==> config.mk <==
export PLATFORM = sky130hd
export DESIGN_NAME = spi_controller
export DESIGN_NICKNAME = d
export VERILOG_FILES = /design/src/rtl/spi_controller.sv
export SDC_FILE = /design/constraint.sdc
export NUM_CORES = 1
export LEC_CHECK = 0
export CAP_MARGIN = 10
export CORE_MARGIN = 1
export CORE_UTILIZATION = 33
export DETAILED_ROUTE_END_ITERATION = 16
export PLACE_DENSITY = 0.64
export REMOVE_ABC_BUFFERS = 1
export SLEW_MARGIN = 20
export SYNTH_ARGS = -nofsm -noshare
export SYNTH_HDL_FRONTEND = slang
export SYNTH_SLANG_ARGS = --single-unit
export TNS_END_PERCENT = 100
==> constraint.sdc <==
create_clock -name clk -period 2.3 [get_ports clk]
set_clock_uncertainty 0.1 [all_clocks]
set_input_delay 0.345 -clock clk [delete_from_list [all_inputs] [get_ports clk]]
set_output_delay 0.345 -clock clk [all_outputs]
set_load 0.1 [all_outputs]
==> src/rtl/spi_controller.sv <==
// SPI Mode 0 register-write controller: serialises one 16-bit frame
// {write, addr[6:0], data[7:0]} MSB-first on sclk/mosi/cs_n per accepted request.
module spi_controller #(
  parameter int CLK_DIV    = 4,
  parameter int GAP_CYCLES = 8
) (
  input  logic       clk,
  input  logic       rst_n,
  input  logic       req_valid,
  output logic       req_ready,
  input  logic       req_write,
  input  logic [6:0] req_addr,
  input  logic [7:0] req_data,
  output logic       busy,
  output logic       done,
  output logic       sclk,
  output logic       mosi,
  output logic       cs_n,
  output logic [2:0] state_dbg
);

  // Handshake: a request is taken on any rising edge where req_valid && req_ready;
  // req_ready is high only in IDLE and inputs are ignored once taken.

  typedef enum logic [2:0] {
    S_IDLE     = 3'd0,
    S_SETUP    = 3'd1,
    S_SHIFT_HI = 3'd2,
    S_SHIFT_LO = 3'd3,
    S_GAP      = 3'd4
  } state_t;

  localparam logic [7:0] PHASE_LAST = 8'(CLK_DIV - 1);
  localparam logic [7:0] GAP_LAST   = 8'(GAP_CYCLES - 1);

  state_t      state, state_nxt;
  logic [7:0]  phase;
  logic [7:0]  gap_cnt;
  logic [3:0]  bit_cnt;
  logic [14:0] shreg;
  logic        phase_last;
  logic        gap_last;
  logic        fall_edge;

  assign phase_last = (phase == PHASE_LAST);
  assign gap_last   = (gap_cnt == GAP_LAST);
  assign fall_edge  = (state == S_SHIFT_HI) && (state_nxt == S_SHIFT_LO);
  assign req_ready  = (state == S_IDLE);
  assign state_dbg  = state;

  always_comb begin
    state_nxt = state;
    case (state)
      S_IDLE:     if (req_valid)  state_nxt = S_SETUP;
      S_SETUP:    if (phase_last) state_nxt = S_SHIFT_HI;
      S_SHIFT_HI: if (phase_last) state_nxt = S_SHIFT_LO;
      // bit_cnt reads 0 in SHIFT_LO only after the 16th high phase wrapped it
      S_SHIFT_LO: if (phase_last) state_nxt = (bit_cnt == 4'd0) ? S_GAP : S_SHIFT_HI;
      S_GAP:      if (gap_last)   state_nxt = S_IDLE;
      default:                    state_nxt = S_IDLE;
    endcase
  end

  always_ff @(posedge clk) begin
    if (!rst_n) begin
      state   <= S_IDLE;
      phase   <= 8'd0;
      gap_cnt <= 8'd0;
      bit_cnt <= 4'd0;
      shreg   <= 15'd0;
      cs_n    <= 1'b1;
      sclk    <= 1'b0;
      mosi    <= 1'b0;
      busy    <= 1'b0;
      done    <= 1'b0;
    end else begin
      state <= state_nxt;

      if (state_nxt != state || state_nxt == S_IDLE || state_nxt == S_GAP)
        phase <= 8'd0;
      else
        phase <= phase + 8'd1;

      if (state == S_GAP && state_nxt == S_GAP)
        gap_cnt <= gap_cnt + 8'd1;
      else
        gap_cnt <= 8'd0;

      if (fall_edge)
        bit_cnt <= bit_cnt + 4'd1;

      // Outputs are registered from the next state so they change cleanly with it
      if (state == S_IDLE && req_valid) begin
        shreg <= {req_addr, req_data};
        mosi  <= req_write;
      end else if (fall_edge && bit_cnt != 4'd15) begin
        shreg <= {shreg[13:0], 1'b0};
        mosi  <= shreg[14];
      end else if (state_nxt == S_IDLE || state_nxt == S_GAP) begin
        mosi  <= 1'b0;
      end

      cs_n <= !(state_nxt == S_SETUP || state_nxt == S_SHIFT_HI || state_nxt == S_SHIFT_LO);
      sclk <= (state_nxt == S_SHIFT_HI);
      busy <= (state_nxt != S_IDLE);
      done <= (state_nxt == S_GAP) && (state != S_GAP);
    end
  end

endmodule

# After elaboration in Yosys (flattened, before gate mapping)
# Cells that the tools add are included.
[totals] in_bits=19 register_bits=43 output_inout_bits=9
[classes] n_bitwise=1 n_addsub=3 n_eq_ne=13 mux=12 reduce_logical=19
[ops] cell="two-way mux 15 bit" count=2
[ops] cell="two-way mux 3 bit" count=6
[ops] cell="adder 8 x 1 -> 8 bit (second input constant)" count=2
[ops] cell="one-hot mux 3 bit (5 select lines)" count=1
[ops] cell="equality test 3 x 2 -> 1 bit (second input constant)" count=4
[ops] cell="equality test 8 x 2 -> 1 bit (second input constant)" count=1
[ops] cell="equality test 8 x 3 -> 1 bit (second input constant)" count=1
[ops] cell="equality test 3 x 1 -> 1 bit (second input constant)" count=2
[ops] cell="equality test 3 bit (second input constant)" count=2
[ops] cell="zero test 3 bit" count=2
[ops] cell="nonzero test 3 bit" count=2
[ops] cell="logical AND 1 bit" count=5
[ops] cell="logical OR 1 bit" count=5
[ops] cell="adder 4 x 1 -> 4 bit (second input constant)" count=1
[ops] cell="zero test 4 bit" count=1
[ops] cell="inequality test 4 bit (second input constant)" count=1
[ops] cell="two-way mux 1 bit" count=3
[ops] cell="inequality test 3 bit" count=1
[ops] cell="inequality test 3 bit (second input constant)" count=1
[ops] cell="AND reduction 2 bit" count=1
[ops] cell="nonzero test 2 bit" count=1
[ops] cell="OR reduction 2 bit" count=1
[ops] cell="zero test 1 bit" count=1
[ops] cell="NOT 1 bit" count=1

# Depth between registers and ports, before layout
# Gate-level depths: netlist (run 1).
[logic_depth] ltp_word=9 mapped_depth=7 depth_no_buf=6

# Worst setup path after synthesis (run 1)
# No wires, ideal clock.
[synth_timing] kind="register to output" startpoint="register state[1] (netlist: state_dbg[1])" endpoint="output req_ready" path_slack_ns=-0.676 t_arrival_ns=2.531 path_stages_with_launch=4 cell_sequence="dfxtp_1 clkbuf_1 or2_2 nor2_1"
[synth_between] elab_chain_cells=1
[synth_rtl] element="start, declared" line="36" source="state_t state, state_nxt;"
[synth_rtl] element="start signal, assigned" line="77" source="state <= state_nxt;"
[synth_rtl] element="zero test 3 bit" line="48" source="assign req_ready = (state == S_IDLE);"
[synth_rtl] element="end, declared" line="10" source="output logic req_ready,"
# Every way passes these cells.

# Worst setup path in the final report (run 1)
[layout_timing] startpoint="register state[0] (netlist: state_dbg[0])" endpoint="output req_ready"
# The elaborated chain is that of the path after synthesis.

==> flow_metrics.py, run 1 <==
metrics = {
    "status": {
        "status": "finished clean",
    },
    "sta": {
        "fmax_mhz": 520,
        "setup_ws_ps": 379,
        "setup-violations-final": 0,
        "hold_viol_final": 0,
        "tightestPinTransition_ps": 460,
        "fin_crit_sh_pct": 83.5,
        "maxSlewHeadroom_pct": 69.2,
        "min_period_ps": 1920,
        "drv_slew": 0,
        "rsz0062_at_grt": "no",
    },
    "setup_path": {
        "end_kind": "primary output",
        "critical_path_class": "reg -> out",
        "required_ps": 1860,
        "timing.rr.start": "phase[0]",
        "crit_start": "state_dbg[0]",
        "crit_fanout": 14,
        "worst_ep_arrival_time_ps": 1480,
        "startpoint_type": "flip-flop",
    },
    "global_route": {
        "grt_usage_pct": 13.8,
        "grt_max_degree": 32,
        "grt_overflow_total": 0,
        "grt_pass1_wl_mm": 6.76,
        "antenna_found_initial": 0,
        "grt_pass1_vias": 1541,
    },
    "layout": {
        "fillCellCount": 571,
        "diodes": 0,
        "final_common_cell": "dfxtp_1",
        "seq_area_um2": 861,
        "layout_common_cells": "dfxtp_1, nand2_1, nor2_1",
        "area.growth.synth_to_final_pct": 24.7,
        "nNetsFinal": 277,
        "drive_gt1_share_pct": 13.7,
        "multiInputGateArea_um2": 973,
    },
    "clocking": {
        "cts_root_buf": "clkbuf_8",
        "htree_levels": 2,
        "clock_path_buffers": 2,
        "cts_tree": "done",
        "postCtsSetupBuffers": 0,
        "cts_hold_buf": 0,
        "cts.repair.resized": 0,
        "cts_sinks": 43,
        "path_clk_slew_ps": 80,
        "numCtsBuffers": 5,
        "clkLatencyLatePin_ps": 290,
    },
    "die": {
        "rows": 27,
        "initial_core_util_pct": 34.4,
        "coreArea_um2": 5540,
        "io_pins": 28,
        "die_area_um2": 6090,
        "die_h_um": 78.0,
        "die_w_um": 78.0,
    },
    "drt": {
        "drt_wl_total_mm": 3.91,
        "ant_nets": 0,
        "vias_per_cell": 4.91,
        "drt-pass1-iter-count": 4,
        "vias": 1607,
        "drtIter0Drc": 195,
        "drcViolationCount": 0,
        "drt-wirelength-per-cell_um": 11.9,
    },
    "run": {
        "drv_cap": 0,
    },
    "placement": {
        "finalWeightedCongestion": 0.809,
        "dp_hpwl_mm": 2.71,
        "place_ws_ps": 231,
        "port_buffers": 27,
    },
    "pwr": {
        "power.leakage_nw": 0.883,
        "ir_worst_vdd_uv": 322,
        "total_power_mw": 1.49,
        "p_per_area_nw_per_um2": 627,
    },
    "synth": {
        "ys.flop_type": "dfxtp_1",
        "synth_edf_count": 0,
        "ys_seq_elements": 43,
        "ys_async_sr_fraction_pct": 0,
        "yosysUniqueCellTypes": 40,
        "synth_seq_area_share_pct": 45.1,
        "synth.avg_cell_area_um2": 8.59,
        "synth_cells": 222,
        "ys_warn_count": 0,
        "synth_area_um2": 1910,
    },
    "hold_path": {
        "hold_path_class": "reg -> reg",
        "hold_start": "gap_cnt[0]",
    },
}
==> critical path, stage by stage, from the launching register on <==
cell and delay, ps:
dfxtp_1 440, or2_2 360, nor2_1 180, buf_12 200
==> synth_stat cells, types with 2 or more instances <==
| master | number | area (um^2) |
|---|---|---|
| nor3b_1 | 3 | 22.5 |
| ha_1 | 4 | 50.1 |
| nor3_1 | 2 | 10.0 |
| and3_1 | 6 | 37.5 |
| nand3_1 | 12 | 60.1 |
| a21oi_1 | 4 | 20.0 |
| o21ai_0 | 15 | 75.1 |
| inv_1 | 5 | 18.8 |
| dfxtp_1 | 43 | 861 |
| clkbuf_1 | 9 | 33.8 |
| nor2_1 | 25 | 93.8 |
| a31oi_1 | 15 | 93.8 |
| xnor2_1 | 5 | 43.8 |
| nand4_1 | 6 | 37.5 |
| nand2_1 | 34 | 128 |
| xor2_1 | 10 | 87.6 |
==> worst paths after layout <==
kind | to | slack (ps) | cells past startpoint
max | req_ready | 380 | 3
min | gap_cnt[0] | 350 | 1
max reg2reg | mosi | 390 | 6
min reg2reg | gap_cnt[0] | 350 | 1
==> power breakdown <==
group	internal (mW)	leakage [nW]	switching, mW
clock	0.273	0.0505	0.252
combinational	0.0711	0.482	0.103
sequential	0.773	0.351	0.0184
total	1.12	0.883	0.374
==> cells by family (layout without fill, tap and decap cells) <==
logic type               after synthesis  count (layout)  share of synthesized area, %
AND/OR/NAND/NOR                      102             102                          27.6
flip-flops                            43              43                          45.1
AO/OA/AOI/OAI                         41              41                          14.0
buffers and inverters                 17              50                          3.81
XOR/XNOR                              15              15                          6.89
adder cells (fa/ha/maj)                4               4                          2.62
==> sequential cells by signal (all words and copies together) (netlist names) <==
register,flops
shreg,15
gap_cnt,8
phase,8
bit_cnt,4
state_dbg,3
busy,1
cs_n,1
done,1
mosi,1
sclk,1
==> through the flow <==
step / hold slack, ps / setup TNS [ps] / std cells / util [%] / cell area, um^2
floorplan: 313 / -2240 / 211 / - / 1860
global route: 375 / 0 / 327 / 42.9 / 2380
detailed placement: 336 / 0 / 319 / 41.1 / 2270
finish: 351 / 0 / 327 / 42.9 / 2380
CTS: 354 / 0 / 327 / 42.9 / 2380
global placement: 331 / 0 / 319 / 41.1 / 2270
==> per-layer routing <==
metal / vias up / wire, um / part of all wire (%) / GRT usage, %
met3: 7 / 129 / 3.3 / 3.26
met1: 738 / 2010 / 51 / 17.6
met2: 21 / 1690 / 43 / 22.7
li1: 841 / - / - / -
met4: 0 / 75 / 1.9 / 5.37
met5: - / 0 / 0 / 0
==> cell type report <==
class                      count  share of cell area (%)
timing repair buffer          36                    13.8
multi-input combinational    162                    40.9
sequential                    43                    36.2
clock buffer                   7                    4.05
inverter                       6                   0.947
tap                           72                    3.79
clock inverter                 1                   0.316
No activity file was read; power rests on OpenSTA's default activity.
==> inputs of run 2 (changes only) <==
--- a/config.mk
+++ b/config.mk
@@ -9,7 +9,7 @@
 export CORE_MARGIN = 1
 export CORE_UTILIZATION = 33
 export DETAILED_ROUTE_END_ITERATION = 16
-export PLACE_DENSITY = 0.64
+export PLACE_DENSITY = 0.66
 export REMOVE_ABC_BUFFERS = 1
 export SLEW_MARGIN = 20
 export SYNTH_ARGS = -nofsm -noshare
==> constraint.sdc (replaced) <==
create_clock -name clk -period 1.5 [get_ports clk]
set_clock_uncertainty 0.1 [all_clocks]
set_input_delay 0.225 -clock clk [delete_from_list [all_inputs] [get_ports clk]]
set_output_delay 0.225 -clock clk [all_outputs]
set_load 0.1 [all_outputs]
==> run 2 against run 1 <==
Against the previous run:
- worst hold slack better by 38 ps
- first-iteration DRC count shrank 56%
- combinational power increased by 150%
- critical path type is now reg -> reg
- non-clock buffer count up 51
- cell count increased by 16%
- largest cell class unchanged
- critical endpoint is now phase[4]
- core utilization grew 17 points
- worst setup slack worse by 720 ps
- the run now ends with setup timing left
- die area unchanged
- critical path depth rose by 1
==> flow_metrics.py, run 2 (synthesized netlist as in run 1, its figures left out) <==
metrics = {
    "clocking": {
        "cts_root_buf": "clkbuf_8",
        "numCtsBuffers": 5,
        "cts_sinks": 43,
        "clkLatencyLatePin_ps": 290,
        "clock_path_buffers": 2,
        "cts_hold_buf": 0,
        "htree_levels": 2,
        "path_clk_slew_ps": 90,
        "cts_tree": "done",
    },
    "setup_path": {
        "ff2ff_path_depth": 4,
        "required_ps": 1570,
        "worstPathCellList": "or4_4 -> o31a_1 -> o2111ai_4 -> nor2_1",
        "crit_slowest_cell": "or4_4",
        "startpoint_type": "flip-flop",
        "slowest_delay_ps": 520,
        "critical_path_class": "reg -> reg",
        "timing.rr.start": "gap_cnt[3]",
        "r2r_slack_ps": -340,
        "end_kind": "flip-flop",
        "r2r-end": "phase[4]",
        "path_buf_inv": 0,
        "cpLargestDelayFamily": "compound AO/OA/AOI/OAI gates",
        "crit_fanout": 8,
        "worst_ep_arrival_time_ps": 1920,
    },
    "sta": {
        "fin_setup_tns_ps": -7740,
        "hold_viol_final": 0,
        "drv_slew": 0,
        "setup-violations-final": 42,
        "fmax_mhz": 542,
        "rsz0062_at_grt": "yes",
        "hold_slack_ps": 390,
        "setup_ws_ps": -345,
        "maxSlewHeadroom_pct": 77.9,
        "fin_crit_sh_pct": 123,
        "tightestPinTransition_ps": 331,
        "min_period_ps": 1840,
    },
    "die": {
        "die_w_um": 78.0,
        "rows": 27,
        "initial_core_util_pct": 34.4,
        "die_h_um": 78.0,
        "io_pins": 28,
        "die_area_um2": 6090,
        "coreArea_um2": 5540,
    },
    "drt": {
        "drcViolationCount": 0,
        "vias": 1909,
        "vias_per_cell": 5.05,
        "drtIter0Drc": 86,
        "ant_nets": 0,
        "drt-pass1-iter-count": 4,
        "drt_wl_total_mm": 5.47,
        "drt-wirelength-per-cell_um": 14.5,
    },
    "global_route": {
        "antenna_found_initial": 0,
        "grt_pass1_wl_mm": 8.02,
        "grt_usage_pct": 16.7,
        "grt_max_degree": 32,
        "grt_pass1_vias": 1800,
        "grt_overflow_total": 0,
    },
    "pwr": {
        "p_per_area_nw_per_um2": 726,
        "p_comb_share_pct": 17.9,
        "power_switching_mw": 0.676,
        "power.leakage_nw": 1.37,
        "p_clk_share_pct": 30.7,
        "total_power_mw": 2.40,
        "internal-power_mw": 1.72,
        "power_frac_seq_pct": 51.3,
        "ir_worst_vdd_uv": 476,
        "swShare_pct": 28.2,
    },
    "layout": {
        "nNetsFinal": 328,
        "fin_area_um2": 3300,
        "fillCellCount": 451,
        "diodes": 0,
        "drive_gt1_share_pct": 44.4,
        "reg.largest.list": "shreg (15), gap_cnt (8), phase (8)",
        "largest_register_ffs": 15,
        "multiInputGateArea_um2": 1300,
        "area.growth.synth_to_final_pct": 73.3,
        "largest_register": "shreg",
        "utilization_pct": 59.6,
        "layout_common_cells": "buf_4, dfxtp_1, nor2_1",
        "seq_area_um2": 872,
        "final_common_cell": "buf_4",
    },
    "hold_path": {
        "hold_end": "shreg[3]",
        "hold_start": "shreg[3]",
        "hold_path_class": "reg -> reg",
        "hold_path_depth": 2,
    },
    "run": {
        "drv_cap": 0,
    },
    "placement": {
        "dp_hpwl_mm": 3.06,
        "port_buffers": 27,
        "dpl_cell_area_um2": 2670,
        "finalWeightedCongestion": 0.810,
    },
    "status": {
        "violations": "setup timing",
        "status": "finished with violations",
    },
}
==> run 2: cell count changes in the layout (fill, tap and decap cells not counted), sizes merged <==
cell    change
buf        +50
clkinv      +1
==> run 2: through the flow <==
step,cells,setup slack [ps]
after global routing,378,-382
after global placement,357,-367
final,378,-345
after floorplan,211,-1300
after CTS,372,-314
after detailed placement,357,-381
==> run 2: routing by layer <==
| metal | global-route usage (%) | routed length (um) | vias to the layer above |
|---|---|---|---|
| met2 | 28.9 | 2810 | 44 |
| met4 | 5.93 | 112 | 0 |
| met1 | 20.1 | 2310 | 911 |
| li1 | - | - | 940 |
| met3 | 4.30 | 232 | 14 |
| met5 | 0 | 0 | - |
==> run 2: final cells by class <==
cell class	instances	share of cell area (%)
Clock buffer	6	2.20
Clock inverter	2	0.379
Inverter	6	0.682
Multi-Input combinational cell	162	39.3
Sequential cell	43	26.4
Tap cell	72	2.73
Timing Repair Buffer	87	28.4
==> run 2: timing repair <==
item	4_1_cts	5_1_grt
pin swaps	30	33
setup endpoints to repair	43	45
gates resized for setup	45	67
setup buffers	6	7
gates cloned	1	1
==> run 2: worst max-delay path by stage <==
stage,startpoint,end,slack [ps],cells past startpoint
finish,gap_cnt[3],phase[4],-340,4
floorplan,state_dbg[0],req_ready,-1300,2
detailed placement,req_valid,mosi,-380,6
global placement,req_valid,mosi,-370,5
CTS,gap_cnt[3],phase[4],-310,4
global route,gap_cnt[3],busy,-380,5
==> run 2: worst min-delay path: stages (launching register included) <==
cell and delay, ps:
dfxtp_1 330, nand2_1 50, a31oi_1 70
==> run 2: power groups by stage <==
stage	clock network (mW)	logic (mW)	registers, mW
final	0.736	0.430	1.23
after global routing	0.802	0.454	1.24
after CTS	0.743	0.361	1.22
after detailed placement	0	0.329	1.24
after global placement	0	0.324	1.24
after floorplan	0	0.106	1.29
